[config.mk]
export PLATFORM = sky130hd
export DESIGN_NAME = one_wire_slave
export DESIGN_NICKNAME = d
export VERILOG_FILES = /design/src/rtl/one_wire_slave.sv
export SDC_FILE = /design/constraint.sdc
export NUM_CORES = 1
export LEC_CHECK = 0
export BUFFER_PORTS_ARGS = -buffer_cell sky130_fd_sc_hd__buf_4
export CAP_MARGIN = 20
export CORE_ASPECT_RATIO = 1.25
export CORE_MARGIN = 2
export CORE_UTILIZATION = 40
export DETAILED_ROUTE_END_ITERATION = 16
export GPL_ROUTABILITY_DRIVEN = 0
export PLACE_DENSITY = 0.69
export SETUP_SLACK_MARGIN = 0.4
export SYNTH_ARGS = -nofsm -noshare
export SYNTH_HDL_FRONTEND = slang
export SYNTH_SLANG_ARGS = --single-unit
export TNS_END_PERCENT = 10
[constraint.sdc]
create_clock -name clk -period 2.7 [get_ports clk]
set_input_delay 0.27 -clock clk [delete_from_list [all_inputs] [get_ports clk]]
set_output_delay 0.27 -clock clk [all_outputs]
set_load 0.05 [all_outputs]
[src/rtl/one_wire_slave.sv]
// 1-Wire responder: bus-reset detection, presence pulse, Read/Skip/Match ROM
// decoding and a byte-level rx/tx handshake for the function-layer client.
module one_wire_slave #(
    parameter int CLKS_PER_US  = 50,
    parameter int RST_MIN_US   = 400,
    parameter int PRES_WAIT_US = 30,
    parameter int PRES_US      = 120,
    parameter int SAMPLE_US    = 30,
    parameter int TX0_US       = 45
) (
    input  logic        clk,
    input  logic        reset,
    input  logic        ow_in,
    output logic        ow_out,
    output logic        ow_oe,
    input  logic [63:0] rom_id,
    output logic        selected,
    output logic        bus_reset,
    output logic [7:0]  rx_byte,
    output logic        rx_dv,
    input  logic [7:0]  tx_byte,
    input  logic        tx_valid,
    output logic        tx_ready
);

    localparam int RST_CYC    = RST_MIN_US * CLKS_PER_US;
    localparam int PW_CYC     = PRES_WAIT_US * CLKS_PER_US;
    localparam int PRES_CYC   = PRES_US * CLKS_PER_US;
    localparam int SAMPLE_CYC = SAMPLE_US * CLKS_PER_US;
    localparam int TX0_CYC    = TX0_US * CLKS_PER_US;
    localparam int PHASE_MAX  = (PW_CYC > PRES_CYC) ? PW_CYC : PRES_CYC;
    localparam int SLOT_MAX   = (SAMPLE_CYC > TX0_CYC) ? SAMPLE_CYC : TX0_CYC;
    localparam int MAX_A      = (PHASE_MAX > SLOT_MAX) ? PHASE_MAX : SLOT_MAX;
    localparam int MAX_ALL    = (RST_CYC > MAX_A) ? RST_CYC : MAX_A;
    localparam int CW         = $clog2(MAX_ALL + 1);

    localparam logic [CW-1:0] ONE_T       = CW'(1);
    localparam logic [CW-1:0] RST_T       = CW'(RST_CYC);
    localparam logic [CW-1:0] PW_LAST_T   = CW'(PW_CYC - 1);
    localparam logic [CW-1:0] PRES_T      = CW'(PRES_CYC);
    localparam logic [CW-1:0] SAMPLE_T    = CW'(SAMPLE_CYC);
    localparam logic [CW-1:0] TX0_T       = CW'(TX0_CYC);
    localparam logic [CW-1:0] PHASE_MAX_T = CW'(PHASE_MAX);
    localparam logic [CW-1:0] SLOT_MAX_T  = CW'(SLOT_MAX);

    typedef enum logic [3:0] {
        ST_IDLE      = 4'd0,
        ST_RST_LOW   = 4'd1,
        ST_PRES_WAIT = 4'd2,
        ST_PRESENCE  = 4'd3,
        ST_PRES_REL  = 4'd4,
        ST_ROM_CMD   = 4'd5,
        ST_READ_ROM  = 4'd6,
        ST_MATCH_ROM = 4'd7,
        ST_FUNC      = 4'd8
    } state_t;

    state_t         state_r, state_nx_s;
    logic           ow_s1_r, ow_s2_r, ow_prev_r;
    logic [CW-1:0]  low_cnt_r;
    logic [CW-1:0]  phase_tmr_r;
    logic [CW-1:0]  edge_tmr_r;
    logic           slot_act_r, armed_r, drv_r;
    logic           byte_act_r, func_tx_r;
    logic [6:0]     bit_cnt_r;
    logic [6:0]     rx_sh_r;
    logic [7:0]     tx_sh_r;
    logic           oe_r, selected_r, bus_reset_r, rx_dv_r, tx_ready_r;
    logic [7:0]     rx_byte_r;

    logic           fall_s, rise_s, sat_s;
    logic           slot_state_s, tx_slot_s, tx_bit_s;
    logic           start_s, samp_s, latch_s, drive_s;
    logic           byte_last_s, rom_last_s;
    logic [7:0]     rx_word_s;
    logic           oe_nx_s, selected_nx_s, bus_reset_nx_s, rx_dv_nx_s, tx_ready_nx_s;

    assign ow_out    = 1'b0;
    assign ow_oe     = oe_r;
    assign selected  = selected_r;
    assign bus_reset = bus_reset_r;
    assign rx_byte   = rx_byte_r;
    assign rx_dv     = rx_dv_r;
    assign tx_ready  = tx_ready_r;

    // Two-flop synchroniser plus a delayed copy for edge detection; idle bus is high.
    always_ff @(posedge clk or negedge reset) begin
        if (!reset) begin
            ow_s1_r   <= 1'b1;
            ow_s2_r   <= 1'b1;
            ow_prev_r <= 1'b1;
        end else begin
            ow_s1_r   <= ow_in;
            ow_s2_r   <= ow_s1_r;
            ow_prev_r <= ow_s2_r;
        end
    end

    // Saturating low-time counter used for bus-reset recognition.
    always_ff @(posedge clk or negedge reset) begin
        if (!reset) begin
            low_cnt_r <= '0;
        end else if (ow_s2_r) begin
            low_cnt_r <= '0;
        end else if (low_cnt_r != RST_T) begin
            low_cnt_r <= low_cnt_r + ONE_T;
        end else begin
            low_cnt_r <= low_cnt_r;
        end
    end

    // Slot qualification and the bit the current slot would transmit.
    always_comb begin
        fall_s       = ow_prev_r & ~ow_s2_r;
        rise_s       = ~ow_prev_r & ow_s2_r;
        sat_s        = (low_cnt_r == RST_T);
        slot_state_s = 1'b0;
        tx_slot_s    = 1'b0;
        tx_bit_s     = 1'b1;
        case (state_r)
            ST_ROM_CMD, ST_MATCH_ROM: begin
                slot_state_s = 1'b1;
            end
            ST_READ_ROM: begin
                slot_state_s = 1'b1;
                tx_slot_s    = 1'b1;
                tx_bit_s     = rom_id[bit_cnt_r[5:0]];
            end
            ST_FUNC: begin
                slot_state_s = 1'b1;
                // At a byte boundary a pending tx byte claims the very next slot.
                if (byte_act_r) begin
                    tx_slot_s = func_tx_r;
                    tx_bit_s  = tx_sh_r[bit_cnt_r[2:0]];
                end else begin
                    tx_slot_s = tx_valid;
                    tx_bit_s  = tx_byte[0];
                end
            end
            default: begin
                slot_state_s = 1'b0;
            end
        endcase
        start_s     = slot_state_s & ~slot_act_r & armed_r & fall_s & ~sat_s;
        samp_s      = slot_act_r & (edge_tmr_r == SAMPLE_T) & ~sat_s;
        latch_s     = (state_r == ST_FUNC) & ~byte_act_r & tx_valid & ~sat_s;
        drive_s     = (start_s & tx_slot_s & ~tx_bit_s) | (drv_r & (edge_tmr_r < TX0_T));
        byte_last_s = (bit_cnt_r[2:0] == 3'd7);
        rom_last_s  = (bit_cnt_r == 7'd63);
        rx_word_s   = {ow_s2_r, rx_sh_r};
    end

    // State register.
    always_ff @(posedge clk or negedge reset) begin
        if (!reset) begin
            state_r <= ST_IDLE;
        end else begin
            state_r <= state_nx_s;
        end
    end

    // Next-state logic; a saturated low timer overrides everything.
    always_comb begin
        state_nx_s = state_r;
        if (sat_s) begin
            state_nx_s = rise_s ? ST_PRES_WAIT : ST_RST_LOW;
        end else begin
            case (state_r)
                ST_PRES_WAIT: begin
                    if (phase_tmr_r >= PW_LAST_T) state_nx_s = ST_PRESENCE;
                    else                          state_nx_s = state_r;
                end
                ST_PRESENCE: begin
                    if (phase_tmr_r >= PRES_T) state_nx_s = ST_PRES_REL;
                    else                       state_nx_s = state_r;
                end
                ST_PRES_REL: begin
                    if (ow_s2_r) state_nx_s = ST_ROM_CMD;
                    else         state_nx_s = state_r;
                end
                ST_ROM_CMD: begin
                    if (samp_s && byte_last_s) begin
                        case (rx_word_s)
                            8'h33:   state_nx_s = ST_READ_ROM;
                            8'hCC:   state_nx_s = ST_FUNC;
                            8'h55:   state_nx_s = ST_MATCH_ROM;
                            default: state_nx_s = ST_IDLE;
                        endcase
                    end else begin
                        state_nx_s = state_r;
                    end
                end
                ST_READ_ROM: begin
                    if (samp_s && rom_last_s) state_nx_s = ST_FUNC;
                    else                      state_nx_s = state_r;
                end
                ST_MATCH_ROM: begin
                    if (samp_s && (ow_s2_r != rom_id[bit_cnt_r[5:0]])) state_nx_s = ST_IDLE;
                    else if (samp_s && rom_last_s)                    state_nx_s = ST_FUNC;
                    else                                              state_nx_s = state_r;
                end
                ST_IDLE, ST_RST_LOW, ST_FUNC: begin
                    state_nx_s = state_r;
                end
                default: begin
                    state_nx_s = ST_IDLE;
                end
            endcase
        end
    end

    // Phase timer restarts at 1 on every state change.
    always_ff @(posedge clk or negedge reset) begin
        if (!reset) begin
            phase_tmr_r <= '0;
        end else if (state_nx_s != state_r) begin
            phase_tmr_r <= ONE_T;
        end else if (phase_tmr_r != PHASE_MAX_T) begin
            phase_tmr_r <= phase_tmr_r + ONE_T;
        end else begin
            phase_tmr_r <= phase_tmr_r;
        end
    end

    // Slot engine, bit/byte counters and shift registers.
    always_ff @(posedge clk or negedge reset) begin
        if (!reset) begin
            slot_act_r <= 1'b0;
            armed_r    <= 1'b0;
            drv_r      <= 1'b0;
            edge_tmr_r <= SLOT_MAX_T;
            byte_act_r <= 1'b0;
            func_tx_r  <= 1'b0;
            bit_cnt_r  <= 7'd0;
            rx_sh_r    <= 7'd0;
            tx_sh_r    <= 8'd0;
        end else if (sat_s) begin
            slot_act_r <= 1'b0;
            armed_r    <= 1'b0;
            drv_r      <= 1'b0;
            edge_tmr_r <= SLOT_MAX_T;
            byte_act_r <= 1'b0;
            func_tx_r  <= 1'b0;
            bit_cnt_r  <= 7'd0;
        end else begin
            // A new slot needs the line to have been seen high after the last one.
            if (start_s)                     armed_r <= 1'b0;
            else if (!slot_act_r && ow_s2_r) armed_r <= 1'b1;
            if (start_s) begin
                slot_act_r <= 1'b1;
                edge_tmr_r <= ONE_T;
                drv_r      <= tx_slot_s & ~tx_bit_s;
            end else begin
                if (samp_s) slot_act_r <= 1'b0;
                if (edge_tmr_r != SLOT_MAX_T) edge_tmr_r <= edge_tmr_r + ONE_T;
            end
            if (latch_s) begin
                tx_sh_r    <= tx_byte;
                func_tx_r  <= 1'b1;
                byte_act_r <= 1'b1;
            end else if (start_s && (state_r == ST_FUNC) && !byte_act_r) begin
                func_tx_r  <= 1'b0;
                byte_act_r <= 1'b1;
            end
            if (samp_s) begin
                rx_sh_r <= rx_word_s[7:1];
                if ((state_r == ST_FUNC) && byte_last_s) byte_act_r <= 1'b0;
            end
            if (state_nx_s != state_r) begin
                bit_cnt_r <= 7'd0;
            end else if (samp_s) begin
                bit_cnt_r <= ((state_r == ST_FUNC) && byte_last_s) ? 7'd0 : bit_cnt_r + 7'd1;
            end else begin
                bit_cnt_r <= bit_cnt_r;
            end
        end
    end

    // Output decode; every output is registered below.
    always_comb begin
        oe_nx_s        = ~sat_s & ((state_nx_s == ST_PRESENCE) | drive_s);
        selected_nx_s  = (state_nx_s == ST_FUNC);
        bus_reset_nx_s = sat_s & rise_s;
        rx_dv_nx_s     = samp_s & (state_r == ST_FUNC) & ~func_tx_r & byte_last_s;
        tx_ready_nx_s  = latch_s;
    end

    // Output registers.
    always_ff @(posedge clk or negedge reset) begin
        if (!reset) begin
            oe_r        <= 1'b0;
            selected_r  <= 1'b0;
            bus_reset_r <= 1'b0;
            rx_dv_r     <= 1'b0;
            tx_ready_r  <= 1'b0;
            rx_byte_r   <= 8'd0;
        end else begin
            oe_r        <= oe_nx_s;
            selected_r  <= selected_nx_s;
            bus_reset_r <= bus_reset_nx_s;
            rx_dv_r     <= rx_dv_nx_s;
            tx_ready_r  <= tx_ready_nx_s;
            if (rx_dv_nx_s) rx_byte_r <= rx_word_s;
            else            rx_byte_r <= rx_byte_r;
        end
    end

endmodule

* Word level (Yosys, flattened, before mapping)
Index checks and enable logic that the tools add are counted.
Storage, ports and cells: flip-flop bits (word level) 92
Cells by class: $add $sub $neg 4, order comparisons 5, equality and inequality tests 22, muxes and demuxes 46, bitwise operators 29, reduce and logical (&&, ||, !) cells 22
Operator list (number):
- 2-to-1 mux 15 bit | 7
- adder 15 x 1 -> 15 bit (second input constant) | 3
- 2-to-1 mux 4 bit | 7
- 2-to-1 mux 7 bit | 4
- one-hot mux 4 bit (7 select lines) | 1
- 2-to-1 mux 1 bit | 21
- bitwise AND 1 bit | 20
- == test 4 x 3 -> 1 bit (second input constant) | 4
- == test 15 x 11 -> 1 bit (second input constant) | 1
- == test 15 bit (second input constant) | 1
- >= comparator 15 x 11 -> 1 bit (second input constant) | 1
- >= comparator 15 x 13 -> 1 bit (second input constant) | 1
- < comparator 15 x 12 -> 1 bit (second input constant) | 1
- != test 15 x 12 -> 1 bit (second input constant) | 1
- != test 15 x 13 -> 1 bit (second input constant) | 1
- != test 15 bit (second input constant) | 1
- nonzero test 3 bit | 5
- == test 4 x 2 -> 1 bit (second input constant) | 3
- one-hot mux 4 bit (3 select lines) | 1
- == test 4 bit (second input constant) | 2
- == test 8 x 6 -> 1 bit (second input constant) | 1
- == test 8 x 7 -> 1 bit (second input constant) | 1
- == test 8 bit (second input constant) | 1
- adder 7 x 1 -> 7 bit (second input constant) | 1
- 20 further kinds | 38

* Depth between registers and ports, before layout
Gate-level depths: netlist of run 1.
depth in word-level cells 14, gate-level depth with buffers 13, depth with buffers taken out 11

* Worst setup path before layout of run 1
OpenSTA, ideal clock, no wires.
path kind reg2reg, start point reg bit_cnt_r[0], end point reg bit_cnt_r[4], library setup time 126 ps, arrival time 2571 ps, path slack 3 ps, stages on the path, launching flop included 13, path buffers 3, clock period less this slack 2697 ps, path through dfrtp_1 -> buf_6 -> buf_12 -> mux4_2 -> a22oi_1 -> nand3_1 -> a32o_1 -> a31o_1 -> a32o_1 -> and3_4 -> o211ai_2 -> buf_6 -> a21oi_1
On the way: word-level cells in the longest chain between the ends 10
Ends and longest elaborated chain:
- from (decl) | line 65 | logic [6:0] bit_cnt_r;
- from (signal assigned) | line 272 | bit_cnt_r <= ((state_r == ST_FUNC) && byte_last_s) ? 7'd0 : bit_cnt_r + 7'd1;
- from (signal assigned) | line 274 | bit_cnt_r <= bit_cnt_r;
- binary-select mux 1 bit (select 6 bit) | line 198 | if (samp_s && (ow_s2_r != rom_id[bit_cnt_r[5:0]])) state_nx_s = ST_IDLE;
- 2-to-1 mux 1 bit (implied by the code) | line 198
- != test 1 bit | line 198
- logical AND 1 bit | line 198
- 2-to-1 mux 4 bit | line 198
- one-hot mux 4 bit (7 select lines) | line 168 | case (state_r)
- 2-to-1 mux 4 bit | line 165 | if (sat_s) begin
- != test 4 bit | line 269 | if (state_nx_s != state_r) begin
- 2-to-1 mux 7 bit | line 269
- 2-to-1 mux 7 bit | line 237 | end else if (sat_s) begin
Several ways; a longest one is shown, not always the timed one. The select of a mux whose other input is x is not followed. A chain may end at the register's enable or synchronous reset.

* Worst setup path in the final report of run 1
start point reg bit_cnt_r[0], end point reg bit_cnt_r[6]
Same word-level chain as after synthesis.

==> results of run 1 <==
-- power by group through the flow --
stage / logic, mW / clock network, mW / registers [mW]
floorplan: 0.232 / 0 / 1.60
global placement: 0.507 / 0 / 1.56
detailed placement: 0.523 / 0 / 1.56
CTS: 0.535 / 1.44 / 1.54
global route: 0.602 / 1.48 / 1.55
finish: 0.536 / 1.41 / 1.54
-- stage by stage --
step	instance area [um^2]	hold WS, ns	cells
after CTS	7120	0.0177	859
after global routing	7150	0.0224	859
after global placement	6670	0.241	839
after floorplan	5370	-0.0256	532
after detailed placement	6670	0.250	839
final	7150	0.0306	859
-- state kept, by name, summed over array words and instances (netlist names) --
name / count
state_r: 4
tx_sh_r: 8
ow_s2_r: 1
selected: 1
rx_sh_r: 7
bus_reset: 1
ow_prev_r: 1
rx_dv: 1
byte_act_r: 1
edge_tmr_r: 15
slot_act_r: 1
tx_ready: 1
phase_tmr_r: 15
bit_cnt_r: 7
ow_s1_r: 1
low_cnt_r: 15
drv_r: 1
rx_byte: 8
armed_r: 1
ow_oe: 1
func_tx_r: 1
-- cells by family after synthesis --
| group | after synthesis | share of synthesized area [%] |
|---|---|---|
| DFF | 92 | 43.2 |
| and+or+nand+nor | 225 | 21.5 |
| buffers and inverters | 38 | 3.67 |
| adders and majority gates | 9 | 2.10 |
| other | 1 | 0.0700 |
| muxes | 48 | 13.6 |
| xor gates and xnor gates | 38 | 6.21 |
| AOI/OAI and AO/OA | 81 | 9.67 |
-- final timing paths --
| kind | slack, ns | endpoint | depth (start not counted) | start |
|---|---|---|---|---|
| worst max-delay path | -0.22 | bit_cnt_r[6] | 12 | bit_cnt_r[0] |
| worst min-delay path | 0.03 | ow_s1_r | 1 | ow_in |
| worst max register to register | -0.22 | bit_cnt_r[6] | 12 | bit_cnt_r[0] |
| worst min register to register | 0.35 | ow_s2_r | 0 | ow_s1_r |
| max in group asynchronous | 1.59 | edge_tmr_r[3] | 3 | reset |
| min in group asynchronous | 0.41 | rx_byte[6] | 2 | reset |
-- per-layer routing --
| metal | wire [um] | vias to the layer above |
|---|---|---|
| met3 | 464 | 30 |
| met1 | 5340 | 2283 |
| met5 | 0 | - |
| met4 | 335 | 0 |
| li1 | - | 2216 |
| met2 | 6990 | 109 |
-- final cells by class --
| type | count | area [um^2] | area share (%) |
|---|---|---|---|
| clock buffers | 9 | 225 | 3.15 |
| clock inverters | 7 | 106 | 1.49 |
| inverters | 18 | 67.6 | 0.944 |
| multi-input cells | 402 | 2940 | 41.0 |
| flip-flops and latches | 92 | 2310 | 32.3 |
| well taps | 171 | 214 | 2.99 |
| repair buffers | 160 | 1290 | 18.0 |
-- worst register-to-register path, cell delays in order (launching register included) --
cell and delay (ns):
dfrtp_2 0.45, buf_6 0.16, mux4_2 0.49, nand2b_1 0.09, nand4b_1 0.10, a32o_2 0.33, a31o_1 0.24, a32o_2 0.25
and3_4 0.19, o211ai_4 0.20, buf_12 0.15, buf_12 0.11, a21oi_1 0.04
-- placed cells by master (no fill, tap or decap), types with 4 or more instances in the layout --
master     synthesis  final
a21oi_1           24     20
a21oi_2            0      4
and2_1             4      4
and3_1            17     17
and4_1             4      4
buf_12             1      4
buf_4              1    146
buf_6              4      8
clkbuf_16          0      9
dfrtp_1           84     83
dfstp_2            8      8
ha_1               9      9
inv_1             17     16
mux2_2            27     27
mux2i_1            7      6
mux4_2             4     11
nand2_1           38     37
nand2b_1           8      8
nand3_1           27     26
nand3b_1           4      4
nand4_1           12     12
nor2_1            69     69
nor2b_1            5      5
nor3_1            10     10
nor4_1             6      5
o21ai_0           22     21
or3_1              7      6
xnor2_1           13     13
xor2_1            25     25
-- timing repair --
action | in CTS | in global routing
pin swaps | 10 | 10
setup endpoints to repair | 37 | 55
resized for setup | 30 | 9
hold buffers | 1 | 0
hold endpoints to repair | 29 | 0
setup buffers | 3 | 0
==> impl_metrics.py, run 1 <==
metrics = {
    "logic_synthesis": {
        "yosys.cell_count.top_type": "dfrtp_1",
        "syn_nets": 617,
        "netlist.area_leader.share_pct": 39.2,
        "synth.largest_area_cell": "dfrtp_1",
        "ys_warn_count": 0,
        "synthCells": 532,
        "synthFlopType": "dfrtp_1",
        "seq_area_frac_synth_pct": 43.2,
        "synth_edf_count": 0,
        "synthArstFlopShare_pct": 100,
        "netlist_area_mm2": 0.00536,
        "ys_ff_latch": 92,
        "ys_types": 60,
        "synth_area_per_cell_um2": 10.1,
        "yosys-top-cells-count": "dfrtp_1 (84), nor2_1 (69), nand2_1 (38)",
        "synthTopCellsByArea": "dfrtp_1 (39%), mux2_2 (5.7%), mux4_1 (4.9%)",
    },
    "worst_setup_path": {
        "crit_family": "compound AO/OA/AOI/OAI gates",
        "critical_path_class": "flip-flop to flip-flop",
        "crit_arrival_ns": 3.14,
        "path_buf_inv": 3,
        "worst_setup_path_end_kind": "flip-flop",
        "worst_setup_path_start_kind": "flip-flop",
        "cp_slowest_cell": "mux4_2",
        "path_cells": "buf_6, mux4_2, nand2b_1, nand4b_1, a32o_2, a31o_1, a32o_2, and3_4, o211ai_4, buf_12, buf_12, a21oi_1",
        "critPathMaxFanout": 7,
        "required_ns": 2.93,
        "critPathMaxStageDelay_ns": 0.49,
    },
    "placed_design": {
        "port_buffers": 88,
        "hpwl_mm": 9.84,
        "pre_cts_slack_ns": -0.388,
    },
    "routing": {
        "wirelength_mm": 13.1,
        "antenna_left": 0,
        "via_per_inst": 5.40,
        "wl_per_cell_um": 15.3,
        "drtIter0Drc": 183,
        "drcViolationCount": 0,
        "firstDrtPassIters": 4,
        "vias": 4638,
    },
    "die": {
        "die_h_um": 133,
        "row_count": 47,
        "core_area_mm2": 0.0132,
        "die_x_um": 108,
        "io_pins": 90,
        "start_util_pct": 40.7,
        "dieArea_mm2": 0.0143,
    },
    "global_route": {
        "grt_util_all_layers_pct": 19.3,
        "grt_pass1_wl_mm": 22.3,
        "grt_max_degree": 60,
        "antenna_found_initial": 0,
        "grt_use_met2_pct": 34.3,
        "met3_usage_pct": 2.84,
        "grt_overflow": 0,
        "met1_usage_pct": 23.1,
        "grt-busiest-layer": "met2",
        "grt_pass1_vias": 4768,
    },
    "clock_tree": {
        "cts_buffers": 9,
        "clock-sinks": 92,
        "cts.path.max_buffers": 2,
        "cts.clk_slew.worst_paths_ns": 0.07,
        "clock-root-buffer": "clkbuf_16",
        "ctsHtreeMaxLevel": 3,
        "insertion_delay_ns": 0.35,
        "cts_tree": "yes",
    },
    "power": {
        "p_leak_nw": 3.30,
        "vdd_drop_max_mv": 0.337,
        "power.switching_mw": 0.913,
        "p_comb_share_pct": 15.4,
        "p_sw_share_pct": 26.2,
        "seq_power_share_pct": 44.1,
        "powerDensity_mw_per_mm2": 487,
        "intPower_mw": 2.57,
        "clkPwrFrac_pct": 40.5,
        "total_power_mw": 3.49,
    },
    "final_layout": {
        "fillers": 1161,
        "drive_above_1_share_pct": 36.3,
        "area_growth_syn_to_layout_pct": 33.6,
        "diodes": 0,
        "final_nets": 768,
        "final_util_pct": 54.3,
    },
    "status": {
        "violations": "setup timing",
        "status": "complete, but fails checks",
    },
    "timing": {
        "fin_worst_skew_ns": 0.00555,
        "maxSlewViolCount": 0,
        "finalSetupViolations": 22,
        "timing.slew.headroom_pct": 57.0,
        "final.setup.worst_slack_ns": -0.217,
        "period_share_pct": 108,
        "setup_tns_ns": -4.31,
        "tightest_slew_ns": 0.644,
        "timing.fmax_ghz": 0.343,
        "rsz0062_at_grt": "yes",
        "finalCriticalPeriod_ns": 2.92,
        "hold_viol_final": 0,
    },
    "worst_hold_path": {
        "hp-class": "primary input to flip-flop",
    },
    "job": {
        "max_cap_viol_count": 0,
    },
}
(Power assumes the default switching activity.)
==> run 2, diff against run 1 <==
--- a/config.mk
+++ b/config.mk
@@ -5,6 +5,7 @@
 export SDC_FILE = /design/constraint.sdc
 export NUM_CORES = 1
 export LEC_CHECK = 0
+export ABC_AREA = 1
 export BUFFER_PORTS_ARGS = -buffer_cell sky130_fd_sc_hd__buf_4
 export CAP_MARGIN = 20
 export CORE_ASPECT_RATIO = 1.25
==> impl_metrics.py, run 2 <==
metrics = {
    "global_route": {
        "met1_usage_pct": 24.0,
        "grt_max_degree": 55,
        "grt_util_all_layers_pct": 20.5,
        "grt_overflow": 0,
        "grt-busiest-layer": "met2",
        "grt_pass1_wl_mm": 25.6,
        "met3_usage_pct": 3.85,
        "antenna_found_initial": 0,
        "grt_use_met2_pct": 36.8,
        "grt_pass1_vias": 5529,
    },
    "die": {
        "row_count": 48,
        "die_h_um": 138,
        "io_pins": 90,
        "start_util_pct": 41.1,
        "dieArea_mm2": 0.0153,
        "core_area_mm2": 0.0139,
        "die_x_um": 111,
    },
    "timing": {
        "finalSetupViolations": 0,
        "hold_viol_final": 0,
        "setup_tns_ns": 0,
        "timing.slew.headroom_pct": 53.7,
        "maxSlewViolCount": 0,
        "tightest_slew_ns": 0.695,
        "period_share_pct": 89.6,
        "timing.fmax_ghz": 0.413,
        "fin_worst_skew_ns": 0.0135,
        "finalCriticalPeriod_ns": 2.42,
        "rsz0062_at_grt": "yes",
    },
    "logic_synthesis": {
        "synthCells": 818,
        "netlist.area_leader.share_pct": 36.7,
        "syn_nets": 903,
        "ys_warn_count": 0,
        "yosys.cell_count.top_type": "nand2_1",
        "synth_edf_count": 0,
        "synth.largest_area_cell": "dfrtp_1",
        "synthArstFlopShare_pct": 100,
        "netlist_area_mm2": 0.00573,
        "seq_area_frac_synth_pct": 40.3,
        "yosys-top-cells-count": "nand2_1 (218), inv_1 (117), nor2_1 (98)",
        "synthFlopType": "dfrtp_1",
        "ys_ff_latch": 92,
        "ys_types": 46,
        "synth_area_per_cell_um2": 7.01,
        "synthTopCellsByArea": "dfrtp_1 (37%), nand2_1 (14%), inv_1 (7.7%)",
    },
    "routing": {
        "wirelength_mm": 15.4,
        "via_per_inst": 5.11,
        "antenna_left": 0,
        "wl_per_cell_um": 13.7,
        "firstDrtPassIters": 5,
        "vias": 5745,
        "drcViolationCount": 0,
        "drtIter0Drc": 380,
    },
    "worst_setup_path": {
        "worst_setup_path_end_kind": "flip-flop",
        "critPathMaxFanout": 12,
        "worst_setup_path_start_kind": "flip-flop",
        "critPathMaxStageDelay_ns": 0.49,
        "crit_arrival_ns": 2.69,
        "crit_family": "simple AND/OR/NAND/NOR gates",
        "cp_slowest_cell": "dfrtp_2",
        "path_buf_inv": 3,
        "path_cells": "buf_6, buf_16, nand2_1, nand2_1, a21oi_2, nand3_2, nand3_2, nand3_2, nand2_2, nand2_2, nand4_4, nand4_1, nand3_1, nand2_2, nor2_4, nand2_4, buf_12, nor3_2",
        "required_ns": 2.97,
        "critical_path_class": "flip-flop to flip-flop",
    },
    "clock_tree": {
        "cts_tree": "yes",
        "insertion_delay_ns": 0.36,
        "clock-root-buffer": "clkbuf_16",
        "ctsHtreeMaxLevel": 3,
        "cts.path.max_buffers": 2,
        "clock-sinks": 92,
        "cts.clk_slew.worst_paths_ns": 0.07,
        "cts_buffers": 9,
    },
    "placed_design": {
        "hpwl_mm": 11.2,
        "placed_cells": 1085,
        "port_buffers": 88,
    },
    "final_layout": {
        "drive_above_1_share_pct": 23.9,
        "fillers": 1345,
        "final_cell_mix": "nand2_1 (205), buf_4 (118), inv_1 (111)",
        "layout.cells.non_filler": 1124,
        "regArea_mm2": 0.00232,
        "area_growth_syn_to_layout_pct": 30.7,
        "final_nets": 1029,
        "reg_top3": "edge_tmr_r x15, low_cnt_r x15, phase_tmr_r x15",
        "layout_commonest_cell": "nand2_1",
        "diodes": 0,
        "multiInputGateArea_mm2": 0.00306,
        "final_util_pct": 53.8,
    },
    "status": {
        "status": "completed",
    },
    "job": {
        "max_cap_viol_count": 0,
    },
    "power": {
        "p_leak_nw": 3.68,
        "vdd_drop_max_mv": 0.276,
        "powerDensity_mw_per_mm2": 387,
    },
    "worst_hold_path": {
        "hp-class": "primary input to flip-flop",
    },
}
[run 2: cell families after synthesis]
kind of cell / after synthesis / synth area share, %
fa+ha+maj: 9 / 1.96
compound gates: 103 / 10.4
other cells: 1 / 0.0654
xor+xnor: 11 / 1.68
mux: 1 / 0.175
buf+inv: 141 / 10.1
flops: 92 / 40.3
simple gates: 460 / 35.3
[run 2: path summary, 6_finish.rpt]
check                            endpoint  depth (start not counted)  slack, ns          from
max in group asynchronous       ow_prev_r                          3       1.47         reset
setup reg to reg           phase_tmr_r[7]                         18       0.28  bit_cnt_r[0]
min in group asynchronous   edge_tmr_r[0]                          2       0.51         reset
hold / removal                    ow_s1_r                          1       0.02         ow_in
hold reg to reg                   ow_s2_r                          0       0.36       ow_s1_r
setup / recovery           phase_tmr_r[7]                         18       0.28  bit_cnt_r[0]
[run 2: layer usage]
metal / wire length [um] / vias up
met4: 531 / 0
met5: 0 / -
met1: 6450 / 2631
met2: 7610 / 155
met3: 776 / 42
li1: - / 2917
[run 2: through the flow]
step / instance area [um^2] / setup WS [ns] / hold WS, ns / total power, mW
floorplan: 5730 / 0.462 / -0.0256 / 1.46
global placement: 6700 / 0.0661 / 0.346 / 1.59
detailed placement: 6700 / -0.0234 / 0.349 / 1.59
CTS: 7270 / 0.302 / 0.0157 / 2.93
global route: 7490 / 0.0663 / 0.0162 / 3.00
finish: 7490 / 0.281 / 0.0236 / 2.90
[run 2: repair_timing]
action	in CTS	in global routing
buffers inserted	9	9
pin swaps	8	16
resized for setup	38	38
hold buffers	1	0
hold endpoints to repair	6	0
gates cloned	3	1
endpoints found under the setup margin	31	40
[run 2: power by group]
group / switching [mW] / internal, mW
combinational: 0.0806 / 0.0937
clock: 0.591 / 0.744
sequential: 0.00673 / 1.39
[run 2: cell type report]
| class | count | area share, % |
|---|---|---|
| clock buffer | 9 | 3.01 |
| clock inverter | 7 | 1.20 |
| tap | 175 | 2.92 |
| sequential | 92 | 30.9 |
| timing repair buffer | 131 | 14.6 |
| timing repair inverter | 2 | 0.234 |
| inverter | 123 | 6.26 |
| multi-input combinational | 585 | 40.8 |
